==> src/rtl/alu_sequencer.sv <==
`timescale 1ns/1ps
`default_nettype none
// ============================================================================
//  Module   : alu_sequencer
//  Purpose  : Requester side of the ALU interface. Issues one op per request,
//             waits out the ALU latency, and returns the tagged result.
//  Revision : 1.0  initial release
// ============================================================================
module alu_sequencer #(
    parameter int          ALU_LATENCY = 1,
    parameter logic [3:0]  CMP_FUNC    = 4'd4
) (
    input  logic        clk,
    input  logic        reset,
    input  logic        req_valid,
    output logic        req_ready,
    input  logic [3:0]  req_func,
    input  logic [15:0] req_a,
    input  logic [15:0] req_b,
    input  logic [3:0]  req_dst,
    output logic        alu_en,
    output logic [3:0]  alu_func,
    output logic [15:0] alu_a,
    output logic [15:0] alu_b,
    input  logic [15:0] alu_out,
    input  logic        alu_cmp_lt,
    input  logic        alu_cmp_eq,
    output logic        rsp_valid,
    input  logic        rsp_ready,
    output logic [15:0] rsp_data,
    output logic [3:0]  rsp_dst,
    output logic        flag_lt,
    output logic        flag_eq
);

    localparam logic [1:0] c_ST_IDLE  = 2'd0;
    localparam logic [1:0] c_ST_ISSUE = 2'd1;
    localparam logic [1:0] c_ST_WAIT  = 2'd2;
    localparam logic [1:0] c_ST_RESP  = 2'd3;

    localparam logic [2:0] c_CNT_INIT = 3'(ALU_LATENCY - 1);

    generate
        if (ALU_LATENCY < 1 || ALU_LATENCY > 7) begin : g_bad_latency
            $error("alu_sequencer: ALU_LATENCY must be in 1..7");
        end
    endgenerate

    logic [1:0]  state_q, state_d;
    logic [2:0]  cnt_q,   cnt_d;
    logic [3:0]  func_q,  func_d;
    logic [15:0] a_q,     a_d;
    logic [15:0] b_q,     b_d;
    logic [3:0]  dst_q,   dst_d;
    logic [15:0] data_q,  data_d;
    logic        lt_q,    lt_d;
    logic        eq_q,    eq_d;

    always_comb begin
        state_d = state_q;
        cnt_d   = cnt_q;
        func_d  = func_q;
        a_d     = a_q;
        b_d     = b_q;
        dst_d   = dst_q;
        data_d  = data_q;
        lt_d    = lt_q;
        eq_d    = eq_q;
        case (state_q)
            c_ST_IDLE: begin
                if (req_valid) begin
                    func_d  = req_func;
                    a_d     = req_a;
                    b_d     = req_b;
                    dst_d   = req_dst;
                    state_d = c_ST_ISSUE;
                end
            end
            c_ST_ISSUE: begin
                cnt_d   = c_CNT_INIT;
                state_d = c_ST_WAIT;
            end
            c_ST_WAIT: begin
                // cnt reaches zero in the cycle the ALU result is valid
                if (cnt_q == 3'd0) begin
                    data_d = alu_out;
                    if (func_q == CMP_FUNC) begin
                        lt_d = alu_cmp_lt;
                        eq_d = alu_cmp_eq;
                    end
                    state_d = c_ST_RESP;
                end else begin
                    cnt_d = cnt_q - 3'd1;
                end
            end
            c_ST_RESP: begin
                if (rsp_ready) begin
                    state_d = c_ST_IDLE;
                end
            end
            default: begin
                state_d = c_ST_IDLE;
            end
        endcase
    end

    always_ff @(posedge clk) begin
        if (reset) begin
            state_q <= c_ST_IDLE;
            cnt_q   <= 3'd0;
            func_q  <= 4'd0;
            a_q     <= 16'd0;
            b_q     <= 16'd0;
            dst_q   <= 4'd0;
            data_q  <= 16'd0;
            lt_q    <= 1'b0;
            eq_q    <= 1'b0;
        end else begin
            state_q <= state_d;
            cnt_q   <= cnt_d;
            func_q  <= func_d;
            a_q     <= a_d;
            b_q     <= b_d;
            dst_q   <= dst_d;
            data_q  <= data_d;
            lt_q    <= lt_d;
            eq_q    <= eq_d;
        end
    end

    assign req_ready = (state_q == c_ST_IDLE);
    assign alu_en    = (state_q == c_ST_ISSUE);
    assign rsp_valid = (state_q == c_ST_RESP);
    assign alu_func  = func_q;
    assign alu_a     = a_q;
    assign alu_b     = b_q;
    assign rsp_data  = data_q;
    assign rsp_dst   = dst_q;
    assign flag_lt   = lt_q;
    assign flag_eq   = eq_q;

endmodule
`default_nettype wire

==> config.mk <==
export PLATFORM = sky130hd
export DESIGN_NAME = alu_sequencer
export DESIGN_NICKNAME = d
export VERILOG_FILES = /design/src/rtl/alu_sequencer.sv
export SDC_FILE = /design/constraint.sdc
export NUM_CORES = 1
export LEC_CHECK = 0
export CORE_ASPECT_RATIO = 1.75
export CORE_MARGIN = 2
export CORE_UTILIZATION = 35
export CTS_CLUSTER_DIAMETER = 40
export DETAILED_ROUTE_END_ITERATION = 16
export HOLD_SLACK_MARGIN = 0.08
export PLACE_DENSITY = 0.72
export SYNTH_ARGS = -nofsm -noshare
export SYNTH_HDL_FRONTEND = slang
export SYNTH_SLANG_ARGS = --single-unit
==> constraint.sdc <==
create_clock -name clk -period 3.98 [get_ports clk]
set_input_delay 0.597 -clock clk [delete_from_list [all_inputs] [get_ports clk]]
set_output_delay 0.597 -clock clk [all_outputs]
set_load 0.02 [all_outputs]
==> out/qor.yml <==
run_status:
  outcome: "completed"
placement:
  place.port_buffers: 122
  dp.cells: 479
  hpwl_um: 4340
  place_congestion: 0.733
  dp_slack_ns: 2.02
setup_path:
  startpoint_type: "register"
  rrSetupSlack_ns: 2.21
  crit_path_end_kind: "primary output"
  worstSetupEndpoint: "req_ready"
  critPathArrivalTime_ns: 1.64
  critPathKind: "reg -> out"
  required_ns: 3.38
  path_max_fanout: 5
  cp-startpoint: "state_q[0]"
  reg2reg_from: "cnt_q[0]"
  reg2regPathDepth: 6
  reg2reg_to: "cnt_q[0]"
layout:
  layout.nets: 476
  n_antenna_cell: 0
  stdcell_count: 495
  layout_common_cells: "clkdlybuf4s50_1 (121), nand2_1 (114), dfxtp_1 (63)"
  nFillCells: 594
  drive_above_1_share_pct: 5.33
  syn_to_final_growth_pct: 65.7
  final_common_cell: "clkdlybuf4s50_1"
floorplanning:
  die_w_um: 66.1
  die_h_um: 113
  ios: 123
  core-area_um2: 6540
  die_area_um2: 7460
  initial_core_util_pct: 36.2
  row_count: 39
global_route:
  first_global_vias: 2193
  antenna_found_initial: 0
  grt_pass1_wl_um: 9910
  grt_start_max_net_pins: 67
  grt-ovfl-total: 0
  track_usage_pct: 17.6
clock_tree:
  clock_latency_ns: 0.33
  cts_tree: "done"
  cts-root-buf: "clkbuf_16"
  ctsHtreeMaxLevel: 3
  postCtsHoldBufs: 0
  numCtsBuffers: 9
  clockBufferDepth: 2
  ctsResizeCount: 0
  path_clk_slew_ns: 0.05
  clkSinkCount: 63
  postCtsSetupBuffers: 0
synthesis:
  synth.yosys.warnings: 0
  avgSynthCellArea_um2: 8.10
  synth.distinct_cells: 21
  synth_area_um2: 2360
  synthesis.nets: 360
  synth_seq_area_share_pct: 53.3
  synthCells: 292
  ys_seq_elements: 63
timing:
  tightest_slew_ns: 1.15
  max_freq_mhz: 448
  finalHoldViolCount: 0
  slew_headroom_pct: 23.3
  fin_skew_ns: 0.00354
  setup_slack_ns: 1.75
  slew_viol_final: 0
  holdWs_ns: 0.450
  setup_viol: 0
  rsz0062_at_grt: "no"
  fin_crit_sh_pct: 56.1
  tns_ns: 0
  finalCriticalPeriod_ns: 2.23
hold_path:
  hp-class: "reg -> reg"
routing:
  drtIter0Drc: 78
  wl_per_cell_um: 12.5
  firstDrtPassIters: 4
  viasPerCell: 4.55
  vias: 2254
  wirelength_um: 6170
  ant_nets: 0
  route.detailed.drc: 0
flow_run:
  drv_cap: 0
pwr:
  peakVddDrop_mv: 0.300
  powerDensity_nw_per_um2: 580
  p_leak_nw: 1.43
  finalPower_mw: 2.27
[where the power goes]
part,internal [mW],switching [mW]
Combinational,0.315,0.380
Clock,0.533,0.259
Sequential,0.731,0.0529
Total,1.58,0.692
[worst min path at each step]
stage / from / slack [ns] / to / cells past startpoint
3_3_place_gp: alu_b[7] / 0.44 / alu_b[7] / 2
5_1_grt: rsp_data[12] / 0.46 / rsp_data[12] / 2
3_5_place_dp: rsp_data[1] / 0.45 / rsp_data[1] / 2
6_report: alu_b[3] / 0.45 / alu_b[3] / 2
2_1_floorplan: cnt_q[0] / 0.45 / cnt_q[0] / 2
4_1_cts: rsp_data[1] / 0.45 / rsp_data[1] / 2
[cell usage after synthesis (all sizes together)]
| master | number | area (um2) |
|---|---|---|
| clkbuf | 10 | 37.5 |
| nand2b | 9 | 56.3 |
| o21ai | 3 | 15.0 |
| buf | 9 | 53.8 |
| and2 | 2 | 12.5 |
| nor3 | 1 | 5.00 |
| a211oi | 1 | 12.5 |
| inv | 6 | 22.5 |
| dfxtp | 63 | 1260 |
| a21oi | 59 | 295 |
| ha | 6 | 75.1 |
| nand2 | 115 | 434 |
| nor4 | 1 | 21.3 |
| nor2 | 1 | 3.75 |
| a211o | 1 | 8.76 |
| nor2b | 2 | 20.0 |
| mux2i | 3 | 30.0 |
[final cells by class]
type                    count  area, um2  share of cell area (%)
repair buffers            124       1230                    31.4
flip-flops and latches     63       1260                    32.2
multi-input cells         204        990                    25.3
clock buffers              13        270                    6.90
well taps                  82        103                    2.62
clock inverters             3       40.0                    1.02
inverters                   6       22.5                   0.575
[routing by layer]
layer | routed length (um) | up-vias | GRT usage (%)
li1 | - | 1164 | -
met1 | 2190 | 999 | 16.2
met2 | 3370 | 79 | 32.1
met3 | 419 | 12 | 5.27
met4 | 191 | 0 | 10.9
met5 | 0 | - | 0
[state kept, by name, summed over array words and instances, names as in the netlist]
signal / flops
alu_b: 16
cnt_q: 3
state_q: 2
rsp_dst: 4
rsp_data: 16
alu_func: 4
flag_eq: 1
flag_lt: 1
alu_a: 16
[cells by family after synthesis]
logic type | count (synthesis) | share of synthesized area [%]
flops | 63 | 53.3
buf+inv | 25 | 4.81
compound gates | 64 | 14.0
fa+ha+maj | 6 | 3.17
simple gates | 131 | 23.4
mux | 3 | 1.27
[critical path: stages (launching register included)]
cell and delay [ns]:
dfxtp_1 0.33, inv_1 0.11, ha_1 0.24, clkdlybuf4s50_1 0.63
[metrics by stage]
stage | cell area, um2 | util (%)
4_1_cts | 3920 | 59.9
3_5_place_dp | 3610 | 55.2
3_3_place_gp | 3610 | 55.2
5_1_grt | 3920 | 59.9
6_report | 3920 | 59.9
2_1_floorplan | 2360 | -
No activity file was read; power rests on OpenSTA's default activity.
